### src/rtl/mem_arbiter.sv
// mem_arbiter: two-master round-robin arbiter and sequencer for a single-port memory with timeout abort.
module mem_arbiter #(
  parameter int DEPTH      = 16,
  parameter int WIDTH      = 16,
  parameter int ADDR_WIDTH = $clog2(DEPTH),
  parameter int TIMEOUT    = 8
) (
  input  logic                  clk_i,
  input  logic                  rst_i,
  input  logic                  req0_valid_i,
  input  logic                  req0_wr_rd_i,
  input  logic [ADDR_WIDTH-1:0] req0_addr_i,
  input  logic [WIDTH-1:0]      req0_wdata_i,
  output logic                  req0_ready_o,
  output logic                  req0_rvalid_o,
  output logic [WIDTH-1:0]      req0_rdata_o,
  input  logic                  req1_valid_i,
  input  logic                  req1_wr_rd_i,
  input  logic [ADDR_WIDTH-1:0] req1_addr_i,
  input  logic [WIDTH-1:0]      req1_wdata_i,
  output logic                  req1_ready_o,
  output logic                  req1_rvalid_o,
  output logic [WIDTH-1:0]      req1_rdata_o,
  output logic                  err_o,
  output logic                  err_id_o,
  output logic                  busy_o,
  output logic                  mem_valid_o,
  output logic                  mem_wr_rd_o,
  output logic [ADDR_WIDTH-1:0] mem_addr_o,
  output logic [WIDTH-1:0]      mem_wdata_o,
  input  logic                  mem_ready_i,
  input  logic [WIDTH-1:0]      mem_rdata_i
);
  localparam int CW = $clog2(TIMEOUT);
  typedef enum logic [1:0] {IDLE, BUSY, DONE} state_t;
  state_t                  state_q, state_d;
  logic                    ptr_q, ptr_d, id_q, id_d, wr_q, wr_d, win;
  logic [ADDR_WIDTH-1:0]   addr_q, addr_d;
  logic [WIDTH-1:0]        wdata_q, wdata_d;
  logic [CW-1:0]           cnt_q, cnt_d;
  logic [1:0]              ready_q, ready_d, rvalid_q, rvalid_d;
  logic [1:0][WIDTH-1:0]   rdata_q, rdata_d;
  logic                    err_q, err_d, err_id_q, err_id_d;
  logic                    busy_q, busy_d, mem_valid_q, mem_valid_d;
  always_comb begin
    state_d  = state_q;
    ptr_d    = ptr_q;
    id_d     = id_q;
    wr_d     = wr_q;
    addr_d   = addr_q;
    wdata_d  = wdata_q;
    cnt_d    = cnt_q;
    ready_d  = '0;
    rvalid_d = '0;
    rdata_d  = rdata_q;
    err_d    = 1'b0;
    err_id_d = err_id_q;
    win      = (req0_valid_i && req1_valid_i) ? ptr_q : req1_valid_i;
    case (state_q)
      IDLE: if (req0_valid_i || req1_valid_i) begin
        state_d = BUSY;
        id_d    = win;
        wr_d    = win ? req1_wr_rd_i : req0_wr_rd_i;
        addr_d  = win ? req1_addr_i : req0_addr_i;
        wdata_d = win ? req1_wdata_i : req0_wdata_i;
        cnt_d   = '0;
      end
      BUSY: if (mem_ready_i) begin
        state_d        = DONE;
        ready_d[id_q]  = 1'b1;
        if (!wr_q) begin
          rvalid_d[id_q] = 1'b1;
          rdata_d[id_q]  = mem_rdata_i;
        end
      end else if (cnt_q == CW'(TIMEOUT - 1)) begin
        state_d       = DONE;
        ready_d[id_q] = 1'b1;
        err_d         = 1'b1;
        err_id_d      = id_q;
      end else begin
        cnt_d = cnt_q + 1'b1;
      end
      DONE: begin
        state_d = IDLE;
        ptr_d   = ~id_q;
      end
      default: state_d = IDLE;
    endcase
    mem_valid_d = state_d == BUSY;
    busy_d      = state_d != IDLE;
  end
  always_ff @(posedge clk_i) begin
    if (rst_i) begin
      state_q     <= IDLE;
      ptr_q       <= 1'b0;
      id_q        <= 1'b0;
      wr_q        <= 1'b0;
      addr_q      <= '0;
      wdata_q     <= '0;
      cnt_q       <= '0;
      ready_q     <= '0;
      rvalid_q    <= '0;
      rdata_q     <= '0;
      err_q       <= 1'b0;
      err_id_q    <= 1'b0;
      busy_q      <= 1'b0;
      mem_valid_q <= 1'b0;
    end else begin
      state_q     <= state_d;
      ptr_q       <= ptr_d;
      id_q        <= id_d;
      wr_q        <= wr_d;
      addr_q      <= addr_d;
      wdata_q     <= wdata_d;
      cnt_q       <= cnt_d;
      ready_q     <= ready_d;
      rvalid_q    <= rvalid_d;
      rdata_q     <= rdata_d;
      err_q       <= err_d;
      err_id_q    <= err_id_d;
      busy_q      <= busy_d;
      mem_valid_q <= mem_valid_d;
    end
  end
  assign req0_ready_o  = ready_q[0];
  assign req1_ready_o  = ready_q[1];
  assign req0_rvalid_o = rvalid_q[0];
  assign req1_rvalid_o = rvalid_q[1];
  assign req0_rdata_o  = rdata_q[0];
  assign req1_rdata_o  = rdata_q[1];
  assign err_o         = err_q;
  assign err_id_o      = err_id_q;
  assign busy_o        = busy_q;
  assign mem_valid_o   = mem_valid_q;
  assign mem_wr_rd_o   = wr_q;
  assign mem_addr_o    = addr_q;
  assign mem_wdata_o   = wdata_q;
endmodule

### config.mk
export PLATFORM = sky130hd
export DESIGN_NAME = mem_arbiter
export DESIGN_NICKNAME = d
export VERILOG_FILES = /design/src/rtl/mem_arbiter.sv
export SDC_FILE = /design/constraint.sdc
export NUM_CORES = 1
export LEC_CHECK = 0
export BUFFER_PORTS_ARGS = -buffer_cell sky130_fd_sc_hd__buf_2
export CAP_MARGIN = 30
export CORE_UTILIZATION = 47
export DETAILED_ROUTE_END_ITERATION = 16
export GPL_TIMING_DRIVEN = 0
export PLACE_DENSITY = 0.8
export SLEW_MARGIN = 20
export SYNTH_ARGS = -nofsm -noshare
export SYNTH_HDL_FRONTEND = slang
export SYNTH_SLANG_ARGS = --single-unit
export TNS_END_PERCENT = 50
### constraint.sdc
create_clock -name clk_i -period 2.25 [get_ports clk_i]
set_clock_uncertainty 0.15 [all_clocks]
set_input_delay 0.1125 -clock clk_i [delete_from_list [all_inputs] [get_ports clk_i]]
set_output_delay 0.1125 -clock clk_i [all_outputs]
set_load 0.05 [all_outputs]
==> impl_metrics.yaml <==
run_status:
  outcome: "finished clean"
clock_network:
  cts_sinks: 68
  cts_max_path_buffers: 2
  clk_pin_slew_ns: 0.07
  cts_tree: "yes"
  clkLatencyLatePin_ns: 0.33
  cts.htree.levels: 3
  cts_buffers: 9
  postCtsSetupBuffers: 0
  cts_root_buffer: "clkbuf_8"
setup_path:
  worst-setup-path-type: "register to register"
  required_ns: 2.37
  crit_end: "mem_wdata_o[8]$_SDFFE_PP0P_"
  rrSetupSlack_ns: 0.07
  crit_start: "ptr_q$_SDFFE_PP0N_"
  start_kind: "register"
  cpMostUsedCell: "dlygate4sd3_1"
  worstPathCellList: "nand2b_4 > nand3_1 > dlygate4sd3_1 > a311oi_1 > dlygate4sd3_1"
  cp_slowest_cell: "dlygate4sd3_1"
  r2r_cells: 5
  r2r_start: "ptr_q$_SDFFE_PP0N_"
  critPathCaptureType: "register"
  cp_slowest_stage_delay_ns: 0.59
  worstPathMaxFanout: 4
  worstReg2RegEnd: "mem_wdata_o[8]$_SDFFE_PP0P_"
  crit_arrival_ns: 2.31
timing:
  report.final.hold_viol_count: 0
  fin_crit_ns: 2.18
  tightestPinTransition_ns: 0.507
  fin_tns_setup_ns: 0
  rsz0062_at_grt: "false"
  drv_slew: 0
  holdWs_ns: 0.164
  setup_viol: 0
  fmax_mhz: 458
  max_slew_margin: 0.657
  fin_crit_sh: 0.971
grt:
  grt_use_total: 0.295
  grt_pass1_wl_mm: 14.5
  grt_max_degree: 11
  grt_use_met2: 0.519
  grt_pass1_vias: 3127
  antenna_found_initial: 0
  use_met3: 0.0888
  grt_use_met1: 0.337
  grt_overflow: 0
  grt-busiest-layer: "met2"
power:
  p_int_mw: 2.10
  ir_drop_mv: 0.403
  comb_power_share: 0.251
  pwr-share-seq: 0.432
  netSwitchingFraction: 0.312
  power.density_nw_per_um2: 690
  netSwitchingPower_mw: 0.952
  cellLeakagePower_nw: 2.07
  power_mw: 3.06
  clkPwrFrac: 0.317
synthesis:
  syn-cell-area_um2: 2920
  yosys_warnings: 0
  synth_flop_cell: "dfxtp_1"
  ys_seq_area_frac: 0.466
  synth-edff-count: 0
  yosysTopAreaCellShare: 0.466
  synthTopCellsByCount: "dfxtp_1, nand2b_1, mux2i_1"
  netlist_instances: 306
  synth_cell_types: 31
  syn_area_per_cell_um2: 9.54
  synth-seq-cells: 68
  synth_most_common_cell: "dfxtp_1"
  async_flop_share: 0
  synth.area.top_cells: "dfxtp_1, mux2i_1, nand2b_1"
  yosysTopAreaCell: "dfxtp_1"
  syn_nets: 371
detailed_routing:
  first_pass_iters: 5
  via_per_inst: 5.42
  wl_mm: 9.46
  drc: 0
  ant_nets: 0
  wl_per_cell_um: 16.4
  via_count: 3129
  first_iter_violations: 162
place:
  hpwlAfterDp_mm: 5.34
  place_congestion: 0.798
  io_buffers: 121
  place_area_um2: 3620
final_layout:
  areaGrowthSynthToFinish_pct: 51.7
  design_area_um2: 4430
  antenna_cells: 0
  nets: 563
  drive_gt1_frac: 0.317
floorplanning:
  die_y_um: 80.8
  fp.dieW_um: 80.8
  start_util: 0.490
  core_um2: 5960
  ioPinCount: 124
  die_area_um2: 6530
  fp-row-count: 28
job:
  maxCapViolations: 0
worst_hold_path:
  holdCritPathClass: "input port to register"
[worst max-delay path: cells and delay by family, from the launching register on]
| kind | cells | cell delay (ns) |
|---|---|---|
| AO/OA/AOI/OAI | 1 | 0.25 |
| buffers and inverters | 2 | 1.16 |
| flip-flops | 1 | 0.35 |
| AND/OR/NAND/NOR | 2 | 0.22 |
[per-stage QoR]
step           instances  setup WS, ns  utilization
3_3_place_gp         502         0.498        0.608
6_report             577        0.0664        0.744
3_5_place_dp         502         0.472        0.608
5_1_grt              577       0.00600        0.744
2_1_floorplan        306         0.555            -
4_1_cts              578        0.0262        0.741
[how the worst min path moves through the flow]
stage	slack, ns	to	from	cells after the start
after floorplan	0.14	mem_addr_o[0]$_SDFFE_PP0P_	req1_addr_i[0]	2
after global placement	0.24	mem_addr_o[2]$_SDFFE_PP0P_	req1_addr_i[2]	3
after detailed placement	0.25	mem_wdata_o[12]$_SDFFE_PP0P_	req1_wdata_i[12]	3
after CTS	0.10	id_q$_SDFFE_PP0P_	req0_valid_i	4
after global routing	0.16	cnt_q[1]$_SDFFE_PP0P_	req0_valid_i	4
final	0.16	cnt_q[1]$_SDFFE_PP0P_	req0_valid_i	4
[final cells by class]
cell class	instances	area [um^2]
well taps	75	93.8
plain buffers	27	150
multi-input cells	208	1420
flip-flops and latches	68	1360
inverters	2	7.51
fillers	376	1530
clock inverters	2	35.0
repair buffers	182	1220
clock buffers	13	149
[kinds of logic (layout without fill, tap and decap cells)]
kind of cell | Yosys count | count (layout) | synth area share
flip-flops | 68 | 68 | 0.466
AO/OA/AOI/OAI | 76 | 76 | 0.160
multiplexers | 33 | 33 | 0.113
AND/OR/NAND/NOR | 97 | 97 | 0.199
adder cells (fa/ha/maj) | 2 | 2 | 0.00857
buffers and inverters | 30 | 226 | 0.0531
[repair_timing]
| action | CTS | global route |
|---|---|---|
| resized for setup | 0 | 13 |
| setup endpoints to repair | 0 | 21 |
| endpoints found under the hold margin | 58 | 0 |
| hold buffers | 61 | 0 |
[layout by cell type, fill, tap and decap left out, drive strengths merged]
cell type	netlist	layout
o211ai	3	3
or2	2	2
and2b	1	1
ha	2	2
or3	1	1
o21ai	23	23
nor2	6	6
inv	2	2
nand3	22	22
nand4	1	1
dfxtp	68	68
buf	13	134
mux2i	33	33
and2	1	1
nor2b	3	3
a21oi	29	29
clkbuf	15	27
bufinv	0	1
and4bb	1	1
nor4b	1	1
or4b	1	1
nor3	1	1
clkinv	0	1
nor4	1	1
dlygate4sd3	0	61
nand2	3	3
nor3b	1	1
nand2b	51	51
a311oi	21	21
[power by group through the flow]
stage,Sequential (mW),Combinational [mW],Clock [mW]
2_1_floorplan,1.56,0.225,0
3_3_place_gp,1.34,0.615,0
3_5_place_dp,1.34,0.622,0
4_1_cts,1.31,0.733,0.977
5_1_grt,1.32,0.809,1.04
6_report,1.32,0.767,0.970
[metal layers]
metal	part of all wire	wire length (um)	vias up
li1	-	-	1479
met1	0.39	3720	1414
met2	0.48	4560	221
met3	0.11	999	15
met4	0.019	178	0
met5	0	0	-
[state kept, by name, indices dropped and copies added (netlist names), 2 cells and up]
register	flops
req0_rdata_o	16
mem_wdata_o	16
mem_addr_o	4
ready_q	2
req1_rdata_o	16
rvalid_q	2
state_q	2
cnt_q	3
No activity file was read; power rests on OpenSTA's default activity.
